**src/rtl/pattern_detect_pkg.sv**
```systemverilog
// pattern_detect_pkg: shared types and default sizing for the programmable
// bit-serial pattern detector.
//   state_e    : controller states (IDLE, ARMED, DONE)
//   MAX_LEN_D  : default maximum pattern length in bits
//   LEN_W_D    : default width of the length field (must hold MAX_LEN)
//   CNT_W_D    : default width of the match counter / target
package pattern_detect_pkg;
  localparam int MAX_LEN_D = 8;
  localparam int LEN_W_D   = 4;
  localparam int CNT_W_D   = 8;

  typedef enum logic [1:0] {
    IDLE  = 2'd0,
    ARMED = 2'd1,
    DONE  = 2'd2
  } state_e;
endpackage

```
**src/rtl/pattern_detect_ctrl_if.sv**
```systemverilog
// pattern_detect_ctrl_if: configuration handshake bundle.
//   cfg_valid/cfg_ready : config offer / accept
//   cfg_pattern         : pattern, bit 0 = most recent bit
//   cfg_len             : pattern length (legal 1..MAX_LEN)
//   cfg_target          : matches to reach DONE, 0 = unlimited
//   cfg_err             : one-cycle pulse after an illegal length was offered
// master = host side, slave = detector side.
interface pattern_detect_ctrl_if
  import pattern_detect_pkg::*;
#(
  parameter int MAX_LEN = MAX_LEN_D,
  parameter int LEN_W   = LEN_W_D,
  parameter int CNT_W   = CNT_W_D
);
  logic               cfg_valid;
  logic               cfg_ready;
  logic [MAX_LEN-1:0] cfg_pattern;
  logic [LEN_W-1:0]   cfg_len;
  logic [CNT_W-1:0]   cfg_target;
  logic               cfg_err;

  modport master (output cfg_valid, cfg_pattern, cfg_len, cfg_target,
                  input  cfg_ready, cfg_err);
  modport slave  (input  cfg_valid, cfg_pattern, cfg_len, cfg_target,
                  output cfg_ready, cfg_err);
endinterface

```
**src/rtl/pattern_shift_cmp.sv**
```systemverilog
// pattern_shift_cmp: history shift register, saturating fill counter and
// length-masked pattern compare.
//   clr      : clear history and fill (new scan)
//   shift_en : sample datain into history bit 0 this edge
//   pattern  : loaded pattern, len : loaded length
//   hit      : this edge's sample completes a match (combinational, looks at
//              the post-shift history so the owner can register a pulse)
// Build option PATTERN_DETECT_CTRL_OVERLAP_EN: when defined, a match leaves
// the fill count alone so matches may overlap; otherwise fill restarts from
// zero after each match.
module pattern_shift_cmp #(
  parameter int MAX_LEN = 8,
  parameter int LEN_W   = 4
) (
  input  logic               clk,
  input  logic               rst_n,
  input  logic               clr,
  input  logic               shift_en,
  input  logic               datain,
  input  logic [MAX_LEN-1:0] pattern,
  input  logic [LEN_W-1:0]   len,
  output logic               hit
);
  logic [MAX_LEN-1:0] hist_q, hist_nxt, mask;
  logic [MAX_LEN:0]   hist_wide;
  logic [LEN_W-1:0]   fill_q, fill_nxt;

  always_comb begin
    hist_wide = {hist_q, datain};
    hist_nxt  = hist_wide[MAX_LEN-1:0];
    fill_nxt  = (fill_q >= LEN_W'(MAX_LEN)) ? fill_q : fill_q + LEN_W'(1);
    for (int i = 0; i < MAX_LEN; i++) mask[i] = (i < int'(len));
    hit = shift_en && (fill_nxt >= len) && (((hist_nxt ^ pattern) & mask) == '0);
  end

  always_ff @(posedge clk or negedge rst_n) begin
    if (!rst_n) begin
      hist_q <= '0;
      fill_q <= '0;
    end else if (clr) begin
      hist_q <= '0;
      fill_q <= '0;
    end else if (shift_en) begin
      hist_q <= hist_nxt;
`ifdef PATTERN_DETECT_CTRL_OVERLAP_EN
      fill_q <= fill_nxt;
`else
      // next match must be built entirely from fresh bits
      fill_q <= hit ? '0 : fill_nxt;
`endif
    end
  end
endmodule

```
**src/rtl/pattern_detect_ctrl.sv**
```systemverilog
// pattern_detect_ctrl: programmable bit-serial pattern detection controller.
//   clk, rst_n   : clock, asynchronous active-low reset
//   cfg          : configuration handshake (pattern_detect_ctrl_if.slave)
//   start, abort : arm the scan / return to IDLE (abort has priority)
//   datain       : serial bit, qualified by din_valid
//   match        : one-cycle pulse per detected match
//   match_count  : matches since last start, saturating
//   busy / done  : high in ARMED / DONE
// Build option PATTERN_DETECT_CTRL_OVERLAP_EN selects overlapping matches
// (handled inside pattern_shift_cmp).
module pattern_detect_ctrl
  import pattern_detect_pkg::*;
#(
  parameter int MAX_LEN = MAX_LEN_D,
  parameter int LEN_W   = LEN_W_D,
  parameter int CNT_W   = CNT_W_D
) (
  input  logic                  clk,
  input  logic                  rst_n,
  pattern_detect_ctrl_if.slave  cfg,
  input  logic                  start,
  input  logic                  abort,
  input  logic                  datain,
  input  logic                  din_valid,
  output logic                  match,
  output logic [CNT_W-1:0]      match_count,
  output logic                  busy,
  output logic                  done
);
  localparam logic [1:0] S_IDLE  = IDLE;
  localparam logic [1:0] S_ARMED = ARMED;
  localparam logic [1:0] S_DONE  = DONE;

  logic [1:0]         state_q;
  logic               loaded_q, match_q, err_q;
  logic [MAX_LEN-1:0] pat_q;
  logic [LEN_W-1:0]   len_q;
  logic [CNT_W-1:0]   tgt_q, cnt_q, cnt_inc;
  logic               len_ok, scan_clr, shift_en, hit;

  assign len_ok   = (cfg.cfg_len != '0) && (cfg.cfg_len <= LEN_W'(MAX_LEN));
  // DONE implies a config exists, so loaded_q gates both IDLE and DONE starts
  assign scan_clr = !abort && start && loaded_q && (state_q != S_ARMED);
  assign shift_en = (state_q == S_ARMED) && din_valid && !abort;
  assign cnt_inc  = (&cnt_q) ? cnt_q : cnt_q + CNT_W'(1);

  pattern_shift_cmp #(.MAX_LEN(MAX_LEN), .LEN_W(LEN_W)) u_cmp (
    .clk      (clk),
    .rst_n    (rst_n),
    .clr      (scan_clr),
    .shift_en (shift_en),
    .datain   (datain),
    .pattern  (pat_q),
    .len      (len_q),
    .hit      (hit)
  );

  always_ff @(posedge clk or negedge rst_n) begin
    if (!rst_n) begin
      state_q  <= S_IDLE;
      loaded_q <= 1'b0;
      pat_q    <= '0;
      len_q    <= '0;
      tgt_q    <= '0;
      cnt_q    <= '0;
      match_q  <= 1'b0;
      err_q    <= 1'b0;
    end else begin
      match_q <= 1'b0;
      err_q   <= 1'b0;
      if (state_q == S_IDLE && cfg.cfg_valid) begin
        if (len_ok) begin
          loaded_q <= 1'b1;
          pat_q    <= cfg.cfg_pattern;
          len_q    <= cfg.cfg_len;
          tgt_q    <= cfg.cfg_target;
        end else begin
          err_q <= 1'b1;
        end
      end
      if (abort) begin
        state_q <= S_IDLE;
      end else if (scan_clr) begin
        state_q <= S_ARMED;
        cnt_q   <= '0;
      end else if (hit) begin
        // hit is only possible while ARMED
        match_q <= 1'b1;
        cnt_q   <= cnt_inc;
        if (tgt_q != '0 && cnt_inc == tgt_q) state_q <= S_DONE;
      end else if (state_q != S_IDLE && state_q != S_ARMED && state_q != S_DONE) begin
        state_q <= S_IDLE;
      end
    end
  end

  assign cfg.cfg_ready = (state_q == S_IDLE);
  assign cfg.cfg_err   = err_q;
  assign match         = match_q;
  assign match_count   = cnt_q;
  assign busy          = (state_q == S_ARMED);
  assign done          = (state_q == S_DONE);
endmodule

```
**src/flat_wrapper.sv**
```systemverilog
// flat-port wrapper written by rule: the top's interface ports become plain ports
module pattern_detect_ctrl_flat import pattern_detect_pkg::*;
#(
  parameter int MAX_LEN = MAX_LEN_D,
  parameter int LEN_W   = LEN_W_D,
  parameter int CNT_W   = CNT_W_D
)
  (clk, rst_n, start, abort, datain, din_valid, match, match_count, busy, done, cfg_cfg_valid, cfg_cfg_pattern, cfg_cfg_len, cfg_cfg_target, cfg_cfg_ready, cfg_cfg_err);
  pattern_detect_ctrl_if #(.MAX_LEN(MAX_LEN), .LEN_W(LEN_W), .CNT_W(CNT_W)) cfg_i ();
  input  logic clk;
  input  logic rst_n;
  input  logic start;
  input  logic abort;
  input  logic datain;
  input  logic din_valid;
  output logic match;
  output logic [CNT_W-1:0] match_count;
  output logic busy;
  output logic done;
  input wire logic [$bits(cfg_i.cfg_valid)-1:0] cfg_cfg_valid;
  input wire logic [$bits(cfg_i.cfg_pattern)-1:0] cfg_cfg_pattern;
  input wire logic [$bits(cfg_i.cfg_len)-1:0] cfg_cfg_len;
  input wire logic [$bits(cfg_i.cfg_target)-1:0] cfg_cfg_target;
  output wire logic [$bits(cfg_i.cfg_ready)-1:0] cfg_cfg_ready;
  output wire logic [$bits(cfg_i.cfg_err)-1:0] cfg_cfg_err;
  assign cfg_i.cfg_valid = cfg_cfg_valid;
  assign cfg_i.cfg_pattern = cfg_cfg_pattern;
  assign cfg_i.cfg_len = cfg_cfg_len;
  assign cfg_i.cfg_target = cfg_cfg_target;
  assign cfg_cfg_ready = cfg_i.cfg_ready;
  assign cfg_cfg_err = cfg_i.cfg_err;
  pattern_detect_ctrl #(.MAX_LEN(MAX_LEN), .LEN_W(LEN_W), .CNT_W(CNT_W)) u_core (.clk(clk), .rst_n(rst_n), .cfg(cfg_i), .start(start), .abort(abort), .datain(datain), .din_valid(din_valid), .match(match), .match_count(match_count), .busy(busy), .done(done));
endmodule
```
**config.mk**
```make
export PLATFORM = sky130hd
export DESIGN_NAME = pattern_detect_ctrl_flat
export DESIGN_NICKNAME = d
export VERILOG_FILES = /design/src/rtl/pattern_detect_pkg.sv /design/src/rtl/pattern_detect_ctrl_if.sv /design/src/rtl/pattern_shift_cmp.sv /design/src/rtl/pattern_detect_ctrl.sv /design/src/flat_wrapper.sv
export SDC_FILE = /design/constraint.sdc
export NUM_CORES = 1
export LEC_CHECK = 0
export CAP_MARGIN = 10
export CORE_UTILIZATION = 45
export CTS_CLUSTER_DIAMETER = 30
export DETAILED_ROUTE_END_ITERATION = 10
export DONT_BUFFER_PORTS = 1
export PLACE_DENSITY_LB_ADDON = 0.3
export SKIP_CTS_REPAIR_TIMING = 1
export SLEW_MARGIN = 20
export SYNTH_ARGS = -nofsm -noshare
export SYNTH_HDL_FRONTEND = slang
export SYNTH_SLANG_ARGS = --single-unit
export TNS_END_PERCENT = 20
```
**constraint.sdc**
```tcl
create_clock -name clk -period 7.47 [get_ports clk]
set_input_delay 1.8675 -clock clk [delete_from_list [all_inputs] [get_ports clk]]
set_output_delay 1.8675 -clock clk [all_outputs]
set_load 0.02 [all_outputs]
```
==> flow_summary.ini <==
[cts]
clock_latency_ns = 0.30
numClockSinks = 44
cts_root_buf = clkbuf_8
numCtsBuffers = 5
cts_tree = yes
path_clk_slew_ns = 0.09
htreeDepth = 2
clockBufferDepth = 2

[sta]
rsz0062_at_grt = false
setup_viol = 0
slew_headroom_pct = 36.9
final-max-slew-violation-count = 0
worstMarginPinSlew_ns = 0.944
fin_crit_sh_pct = 46.5
period_needed_ns = 3.48
skew_ns = 0.0114
hold_violations = 0
whs_ns = 0.499
setup_tns_ns = 0
max_freq_ghz = 0.288

[final_layout]
fin_nets = 269
final_util_pct = 51.0
final_cell_mix = 44 x dfrtp_1, 23 x nand2_1, 21 x mux2_2, 15 x a21oi_1, 10 x xnor2_1
final_common_cell = dfrtp_1
area_delta_synth_final_pct = 6.48
num_antenna_cells = 0
nFillCells = 478
drive_gt1_share_pct = 20.3
fin_area_sq_um = 2650

[synth]
ys_ff_latch = 44
synth_flop_cell = dfrtp_1
syn_nets = 271
synth_edf_count = 0
syn_avg_cell_area_sq_um = 10.5
syn_inst = 237
syn_area_sq_um = 2490
yosys_warnings = 0
yosysUniqueCellTypes = 49
yosysSeqAreaShare_pct = 44.2
async_flop_share_pct = 100

[die]
start_util_pct = 47.9
die_y_um = 76.4
die_w_um = 76.4
rows = 26
core_area_sq_um = 5200
boundaryPins = 40
die-area_sq_um = 5840

[place]
dp_hpwl_mm = 3.38
portBuffers = 0
placedInstanceArea_sq_um = 2540
gp_congestion = 0.755

[global_route]
overflow = 0
grt_util_met3_pct = 5.39
use_met2_pct = 24.1
antenna_found_initial = 0
grt_max_degree = 45
grt_usage_pct = 17.4
use_met1_pct = 25.3
top_usage_layer = met1
grt_pass1_wl_mm = 8.08
first_global_vias = 1597

[detailed_routing]
wl_per_cell_um = 15.2
drcViolationCount = 0
drt_first_pass_iters = 4
drtIter0Drc = 98
wirelength_mm = 4.65
antenna_left = 0
routed_via_density = 5.64
num_vias = 1727

[min_path]
hold_class = flop to flop

[worst_setup_path]
crit_type = input port to flop
crit_required_ns = 7.67
r2r_slack_ns = 4.42
arrival_ns = 3.67
start_kind = input port
cp_max_fo = 13
end_kind = flop

[pwr]
ir_drop_mv = 0.163
powerDensity_nw_per_um2 = 227
power_leakage_uw = 0.00111

[run]
cap_violations = 0

[run_status]
status = finished clean
==> critical path, cell delays in order <==
cell and delay, ns:
nand3b_1 0.37, a21oi_1 0.28, nand4_2 0.21, nor2_4 0.35
and2b_2 0.26, mux2_2 0.34
==> registers in the layout, indices dropped and copies added (netlist names), 2 cells and up <==
name,flops
u_core.len_q,4
u_core.match_count,8
u_core.pat_q,8
u_core.state_q,2
u_core.tgt_q,8
u_core.u_cmp.fill_q,4
u_core.u_cmp.hist_q,7
==> Yosys cell counts (3+ instances only) <==
master	n	area, sq um
a21oi_1	15	75.1
a21oi_2	3	26.3
clkbuf_1	6	22.5
dfrtp_1	44	1100
ha_1	7	87.6
inv_1	6	22.5
mux2_2	21	236
mux2i_1	6	60.1
nand2_1	23	86.3
nand2b_1	7	43.8
nand3_1	7	35.0
nor2_1	6	22.5
nor2b_1	5	31.3
nor3_1	9	45.0
o211ai_1	3	22.5
o21ai_0	6	30.0
o22ai_1	3	18.8
xnor2_1	10	87.6
xor2_1	7	61.3
==> worst paths after layout <==
check | from | endpoint | cells past startpoint
setup / recovery | abort | u_core.match_count[1]$_DFFE_PN0P_ | 6
hold / removal | u_core.loaded_q$_DFFE_PN0P_ | u_core.loaded_q$_DFFE_PN0P_ | 1
setup reg to reg | u_core.state_q[0]$_DFFE_PN0P_ | u_core.match_count[1]$_DFFE_PN0P_ | 7
hold reg to reg | u_core.loaded_q$_DFFE_PN0P_ | u_core.loaded_q$_DFFE_PN0P_ | 1
max in group asynchronous | rst_n | u_core.tgt_q[5]$_DFFE_PN0P_ | 0
min in group asynchronous | rst_n | u_core.cfg.cfg_err$_DFF_PN0_ | 0
==> cells by family after synthesis <==
kind of cell,share of synthesized area [%]
AND/OR/NAND/NOR,18.9
adder cells (fa/ha/maj),3.51
buffers and inverters,3.11
XOR/XNOR,5.97
multiplexers,11.9
AO/OA/AOI/OAI,12.4
flip-flops,44.2
==> report_power, final <==
part / internal, uW / switching (uW)
sequential: 268 / 37.7
clock: 101 / 84.8
combinational: 62.6 / 49.3
==> layer usage <==
| layer | routed length [um] | up-vias |
|---|---|---|
| met2 | 2000 | 31 |
| li1 | - | 853 |
| met3 | 246 | 7 |
| met5 | 0 | - |
| met4 | 68 | 0 |
| met1 | 2340 | 836 |
==> stage by stage <==
step           worst slack, ns  instances  total power (uW)
2_1_floorplan             4.28        237               400
3_3_place_gp              3.70        298               419
3_5_place_dp              3.67        298               423
4_1_cts                   3.99        306               609
5_1_grt                   3.82        306               636
6_report                  3.99        306               603
==> area by class of cell <==
cell class | count | area (sq um) | area share [%]
clock buffers | 5 | 68.8 | 2.59
flip-flops and latches | 44 | 1100 | 41.5
inverters | 6 | 22.5 | 0.849
well taps | 70 | 87.6 | 3.30
repair buffers | 1 | 7.51 | 0.283
clock inverters | 3 | 47.5 | 1.79
multi-input cells | 177 | 1320 | 49.7
(Power assumes the default switching activity.)
